--- config.mk ---
export PLATFORM = sky130hd
export DESIGN_NAME = hazard3_shift_pipe
export DESIGN_NICKNAME = d
export VERILOG_FILES = /design/src/rtl/hazard3_shift_pipe.sv
export SDC_FILE = /design/constraint.sdc
export NUM_CORES = 1
export LEC_CHECK = 0
export ABC_AREA = 1
export BUFFER_PORTS_ARGS = -buffer_cell sky130_fd_sc_hd__buf_2
export CAP_MARGIN = 5
export CELL_PAD_IN_SITES_DETAIL_PLACEMENT = 0
export CELL_PAD_IN_SITES_GLOBAL_PLACEMENT = 1
export CORE_MARGIN = 4
export CORE_UTILIZATION = 37
export DETAILED_ROUTE_END_ITERATION = 8
export GPL_TIMING_DRIVEN = 0
export PLACE_DENSITY_LB_ADDON = 0.1
export SLEW_MARGIN = 30
export SYNTH_ARGS = -nofsm -noshare
export SYNTH_HDL_FRONTEND = slang
export SYNTH_SLANG_ARGS = --single-unit
--- constraint.sdc ---
create_clock -name clk -period 1.5 [get_ports clk]
set_input_delay 0.3 -clock clk [delete_from_list [all_inputs] [get_ports clk]]
set_output_delay 0.3 -clock clk [all_outputs]
set_load 0.1 [all_outputs]
--- src/rtl/hazard3_shift_pipe.sv ---
// hazard3_shift_pipe
//   Registered issue/retire wrapper around the combinational barrel shifter.
//   Requests arrive over valid/ready and pass through three registers:
//     S  (s_valid) skid register, only used when R1 cannot take a request
//     R1 (v1)      operand stage; drives the external shifter through sh_*
//     R2 (v2)      result stage; this is the response register
//   The pipeline runs at full throughput. A request is captured into R1 on
//   the edge that accepts it, and the result is valid after the following
//   edge. Responses keep strict FIFO order.
//
// Optional feature macro: HAZARD3_SHIFT_ROTATE_EN
//   defined     : ROL/ROR are legal, and the decode drives sh_rotate.
//   not defined : sh_rotate is tied to 0, and ops 3/4 are treated as illegal.
//
// Ports
//   clk, rst_n        clock, synchronous active-low reset
//   req_valid/ready   request handshake; req_ready is a register (== !s_valid)
//   req_op            0 SLL, 1 SRL, 2 SRA, 3 ROL, 4 ROR, 5-7 illegal
//   req_din           operand
//   req_shamt         shift amount; only the low W_SHAMT bits are used
//   req_tag           opaque tag, returned with the response
//   sh_*              to/from the combinational barrel shifter
//   resp_valid/ready  response handshake
//   resp_data         result (0 when the op was illegal)
//   resp_tag          tag of this response
//   resp_err          the op was illegal
module hazard3_shift_pipe #(
  parameter int W_DATA  = 32,
  parameter int W_SHAMT = 5,
  parameter int W_TAG   = 4
) (
  input  logic               clk,
  input  logic               rst_n,
  input  logic               req_valid,
  output logic               req_ready,
  input  logic [2:0]         req_op,
  input  logic [W_DATA-1:0]  req_din,
  input  logic [7:0]         req_shamt,
  input  logic [W_TAG-1:0]   req_tag,
  output logic [W_DATA-1:0]  sh_din,
  output logic [W_SHAMT-1:0] sh_shamt,
  output logic               sh_right_nleft,
  output logic               sh_rotate,
  output logic               sh_arith,
  input  logic [W_DATA-1:0]  sh_dout,
  output logic               resp_valid,
  input  logic               resp_ready,
  output logic [W_DATA-1:0]  resp_data,
  output logic [W_TAG-1:0]   resp_tag,
  output logic               resp_err
);

  localparam logic [2:0] OP_SLL = 3'd0;
  localparam logic [2:0] OP_SRL = 3'd1;
  localparam logic [2:0] OP_SRA = 3'd2;
  localparam logic [2:0] OP_ROL = 3'd3;
  localparam logic [2:0] OP_ROR = 3'd4;

  typedef struct packed {
    logic [2:0]         op;
    logic [W_DATA-1:0]  din;
    logic [W_SHAMT-1:0] shamt;
    logic [W_TAG-1:0]   tag;
  } req_t;

  req_t s_q, r1_q, in_req;
  logic s_valid, v1, v2;
  logic accept, adv1, adv2, s_load, s_drain, s_valid_nxt;
  logic r1_err;

  // The upper shift-amount bits are ignored, so shamt >= W_DATA wraps.
  logic unused_shamt;
  assign unused_shamt = ^req_shamt[7:W_SHAMT];

  assign in_req = '{op: req_op, din: req_din, shamt: req_shamt[W_SHAMT-1:0], tag: req_tag};

  assign accept = req_valid && req_ready;
  assign adv2   = !v2 || resp_ready;
  assign adv1   = !v1 || adv2;

  // S takes a new request only when R1 is busy, or when R1 is taking the
  // older request already held in S. This keeps FIFO order.
  assign s_drain     = adv1 && s_valid;
  assign s_load      = accept && (!adv1 || s_valid);
  assign s_valid_nxt = s_load || (s_valid && !s_drain);

  assign resp_valid = v2;

  // Decode from R1. When R1 is empty, the sh_* outputs hold their last
  // values because r1_q is not reloaded.
  always_comb begin
    sh_din         = r1_q.din;
    sh_shamt       = r1_q.shamt;
    sh_right_nleft = 1'b0;
    sh_rotate      = 1'b0;
    sh_arith       = 1'b0;
    r1_err         = 1'b0;
    case (r1_q.op)
      OP_SLL: ;
      OP_SRL: sh_right_nleft = 1'b1;
      OP_SRA: begin
        sh_right_nleft = 1'b1;
        sh_arith       = 1'b1;
      end
`ifdef HAZARD3_SHIFT_ROTATE_EN
      OP_ROL: sh_rotate = 1'b1;
      OP_ROR: begin
        sh_right_nleft = 1'b1;
        sh_rotate      = 1'b1;
      end
`else
      OP_ROL, OP_ROR: r1_err = 1'b1;
`endif
      default: r1_err = 1'b1;
    endcase
  end

  always_ff @(posedge clk) begin
    if (!rst_n) begin
      s_valid   <= 1'b0;
      v1        <= 1'b0;
      v2        <= 1'b0;
      req_ready <= 1'b1;
      s_q       <= '0;
      r1_q      <= '0;
      resp_data <= '0;
      resp_tag  <= '0;
      resp_err  <= 1'b0;
    end else begin
      // R2: the result is captured only from a valid R1, so the outputs stay
      // quiet while the pipe is empty and stay stable while stalled.
      if (adv2) begin
        v2 <= v1;
        if (v1) begin
          resp_data <= r1_err ? '0 : sh_dout;
          resp_tag  <= r1_q.tag;
          resp_err  <= r1_err;
        end
      end
      // R1
      if (adv1) begin
        if (s_valid) begin
          r1_q <= s_q;
          v1   <= 1'b1;
        end else if (accept) begin
          r1_q <= in_req;
          v1   <= 1'b1;
        end else begin
          v1 <= 1'b0;
        end
      end
      // S
      if (s_load) s_q <= in_req;
      s_valid   <= s_valid_nxt;
      req_ready <= !s_valid_nxt;
    end
  end

endmodule

Yosys cells after proc, flatten, opt, wreduce, memory -nomap -nowiden
Cells that the tools add are included.
{ "op_classes": {"n_mux": 8, "eq_ne": 2, "n_reduce_logical": 19} }
{ "ops": {"columns": ["cell", "n"], "rows": [
  ["two-way mux 44 bit", 2],
  ["two-way mux 32 bit", 1],
  ["zero test 1 bit", 5],
  ["two-way mux 1 bit", 5],
  ["logical AND 1 bit", 4],
  ["logical OR 1 bit", 4],
  ["AND reduction 2 bit", 2],
  ["== test 3 x 1 -> 1 bit (second input constant)", 1],
  ["== test 3 x 2 -> 1 bit (second input constant)", 1],
  ["zero test 3 bit", 1],
  ["OR reduction 3 bit", 1],
  ["nonzero test 2 bit", 1],
  ["OR reduction 2 bit", 1]
]} }
{ "word_totals": {"out_inout_bits": 79, "wordCells": 44, "regBits": 129, "in_bits": 83} }

Depth between registers and ports, before layout
{ "logic_depth": {"depth_word": 8, "ltp_mapped": 9, "mapped_depth_nobuf": 7} }

Worst setup path before layout
Ideal clock, no wire load.
{ "synth_path": {"path_type": "register -> output", "start": "reg r1_q[43] (netlist name)", "end": "out sh_right_nleft", "path_stages_with_launch": 3, "n_path_buf": 0, "arrival_time_ns": 2.726, "path_slack_ns": -1.526, "required_ns": 1.200, "path_cell_list": "dfxtp_1 -> or2_2 -> o21ai_0"} }
{ "synth_via": {"elab_chain_len": 3, "word_cells_on_any_way": 4, "classes_between": "eq/ne (2); mux (1); reduce/logical (1)"} }
{ "synth_lines": {"columns": ["element", "line_no", "text"], "rows": [
  ["start, declared", "66", "req_t s_q, r1_q, in_req;"],
  ["start signal, assigned", "143", "r1_q <= s_q;"],
  ["start signal, assigned", "146", "r1_q <= in_req;"],
  ["== test 3 x 2 -> 1 bit or == test 3 x 1 -> 1 bit (tied branches)", "98", "case (r1_q.op)"],
  ["OR reduction 2 bit (no source line) (*)", null, null],
  ["two-way mux 1 bit (*)", "98", null],
  ["end, declared", "42", "output logic sh_right_nleft,"]
]} }
Mark *: on every way between the ends. The rest lies on a longest branch, timed or not.

Worst setup path after layout
{ "layout_path": {"start": "reg r1_q[41] (netlist name)", "end": "out sh_right_nleft"} }
Same word-level chain as after synthesis.

==> impl_metrics.yaml <==
worst_setup_path:
  cp_max_fo: 4
  r2r_setup_slack_ps: 50
  arrival_ps: 1340
  path_cells: "or2_4 -> o21ai_4 -> buf_12"
  r2r-start: "r1_q[43]"
  r2r-end: "resp_data[31]"
  required_ps: 1200
  critical_path.top_delay_family: "flip-flops"
  crit_type: "flop to output port"
  critPathCaptureType: "output port"
  critical_path_buf_inv_count: 1
  max_stage_delay_ps: 330
  crit_slowest_cell: "dfxtp_2"
  rr_worst_depth: 5
  start_kind: "flop"
  setup.worst_path.start: "r1_q[41]"
sta:
  worst_pin_slew_ps: 535.2
  final_max_slew_viol_count: 0
  fmax_mhz: 611.5
  setup_viol: 2
  period_share_pct: 109.0
  rsz0062_at_grt: "yes"
  post-route-min-period_ps: 1635
  clock_skew_ps: 5.597
  hold_viol: 0
  finalWorstSetupSlack_ps: -135.2
  setup_tns_ps: -252.9
  maxSlewHeadroom_pct: 64.32
clock_network:
  clock_latency_ps: 410
  hold_buffers: 0
  tritoncts: "built"
  clkTransAtPathRegs_ps: 50
  cts-root-buf: "clkbuf_16"
  cts.sinks: 129
  htreeDepth: 4
  max-clock-path-buffers: 2
  cts_buffers: 17
status:
  violations: "negative setup slack"
  status: "complete, but fails checks"
floorplanning:
  die_w_um: 132.5
  ios: 162
  die_y_um: 132.5
  start_util_pct: 37.74
  core_um2: 15200
  rows: 45
  dieArea_um2: 17560
synthesis:
  seq_area_frac_synth_pct: 45.01
  synth_most_common_cell: "dfxtp_1"
  synthTopCellsByCount: "dfxtp_1, nand2_1, a21oi_1"
  muxShareOfSynthArea_pct: 0
  synthSimpleGateAreaFrac_pct: 22.31
  synthFlopType: "dfxtp_1"
  synth.ff_latch_count: 129
  yosys.area_share.xor_xnor_pct: 0
  synth_compound_area_share_pct: 19.17
  synth_fa_ha_area_share_pct: 0
  synth_cell_type_count: 24
  synth_top_family_by_area: "simple AND/OR/NAND/NOR gates"
  synth_warnings: 0
  synthTopCellsByArea: "dfxtp_1, a21oi_1, nand2_1"
  synth_edf_count: 0
  netlist_area_um2: 5738
  yosysTopAreaCell: "dfxtp_1"
  netlist_instances: 808
  async_flop_share_pct: 0
  syn-num-nets: 891
  synth_top_area_share_pct: 45.01
  syn-mean-instance-area_um2: 7.101
pwr:
  p_leak_nw: 3.453
  p_per_area_nw_per_um2: 1283
  ir_worst_vdd_uv: 772.7
  total_power_mw: 9.710
routing:
  drc: 0
  finalWirelength_um: 16270
  ant_nets: 0
  drt_iter0_markers: 233
  avgViaCountPerCell: 4.769
  drtPass1Iterations: 4
  dr_total_vias: 5646
  wl_per_cell_um: 13.74
min_path:
  hold_path.class: "input port to flop"
  hold_depth: 3
  min_to: "resp_data[23]"
  worstHoldStart: "sh_dout[23]"
place:
  place_area_um2: 6785
  hpwlAfterDp_um: 11690
  numPortBuffers: 157
  place_congestion: 0.7775
layout:
  layout-drive-gt1-share_pct: 27.71
  fin_nets: 1067
  multi_input_area_um2: 2417
  final_cell_area_um2: 7571
  insertedDiodeCount: 0
  areaGrowthSynthToFinish_pct: 31.95
  final_util_pct: 49.80
  num-fill-cells: 1625
  seq_area_um2: 2592
grt:
  grt_usage_pct: 18.41
  grt-ovfl-total: 0
  grt_pass1_wl_um: 26820
  grt_pass1_vias: 5382
  antenna_found_initial: 0
  grt_max_degree: 17
run:
  cap_violations: 0
## flip-flops by register name, indices dropped and copies added, names as in the netlist
name        cells
r1_q            7
v1              1
req_ready       1
resp_valid      1
s_q            44
resp_err        1
sh_shamt        5
s_valid         1
sh_din         32
resp_data      32
resp_tag        4
## worst min-delay path, delay by kind of cell
family / cells / cell delay [ps]
AND/OR/NAND/NOR: 1 / 70
buffers and inverters: 1 / 90
AO/OA/AOI/OAI: 1 / 50
## metal layers
layer / routed length, um / vias up / GRT usage (%) / share of wire, %
met2: 7521 / 130 / 29.52 / 46
met4: 124 / 0 / 5.658 / 0.76
met1: 7760 / 2552 / 24.72 / 48
met5: 0 / - / 0 / 0
met3: 864 / 10 / 4.259 / 5.3
li1: - / 2954 / - / -
## area by class of cell
class,instances,area share [%]
repair buffers,158,12.77
multi-input cells,527,31.93
clock inverters,4,0.6280
inverters,51,2.529
clock buffers,27,6.908
well taps,188,3.107
flip-flops and latches,129,34.24
plain buffers,100,7.883
## cells in the final DEF (no fill, tap or decap)
master	instances
a21oi_1	124
a21oi_4	1
buf_1	5
buf_12	2
buf_2	114
buf_4	81
buf_6	4
bufinv_16	1
clkbuf_1	23
clkbuf_16	17
clkbuf_2	15
clkbuf_4	18
clkbuf_8	6
clkinv_1	1
clkinv_2	2
clkinvlp_4	1
conb_1	1
dfxtp_1	125
dfxtp_2	2
dfxtp_4	2
inv_1	47
inv_2	3
nand2_1	126
nand2_4	3
nand3_1	76
nand3_2	1
nand3b_1	1
nand4_1	1
nor2_1	97
nor2_4	1
o21ai_0	83
o21ai_1	10
o21ai_4	1
or2_4	1
## stage by stage
stage               worst slack (ps)  hold WS, ps  std cells
finish                        -135.2        151.5       1184
floorplan                     -6.934        446.3        808
detailed placement            -164.4        452.0       1153
global placement              -121.7        451.4       1153
CTS                           -160.5        135.0       1185
global route                  -195.7        152.4       1184
## how the worst max path moves through the flow
stage | cells past startpoint | to | slack (ps)
floorplan | 2 | sh_right_nleft | -7
global placement | 7 | sh_din[7] | -120
detailed placement | 7 | sh_din[7] | -160
CTS | 3 | sh_right_nleft | -160
global route | 3 | sh_right_nleft | -200
finish | 3 | sh_right_nleft | -140
## timing repair
item | 4_1_cts | 5_1_grt
setup endpoints to repair | 91 | 100
pin swaps | 1 | 0
endpoints found under the hold margin | 0 | 0
setup buffers | 1 | 0
resized for setup | 60 | 37
## kinds of logic (layout without fill, tap and decap cells)
kind of cell | after synthesis | count (layout)
AND/OR/NAND/NOR | 307 | 307
AO/OA/AOI/OAI | 219 | 219
buffers and inverters | 152 | 340
flip-flops | 129 | 129
other | 1 | 1
## power breakdown
group          internal [mW]  leakage [nW]  switching, mW
clock                   2.53         0.279           1.41
sequential              3.59          1.06         0.0866
combinational          0.543          2.12           1.55
Note: power is estimated with default switching activity, not from simulation.
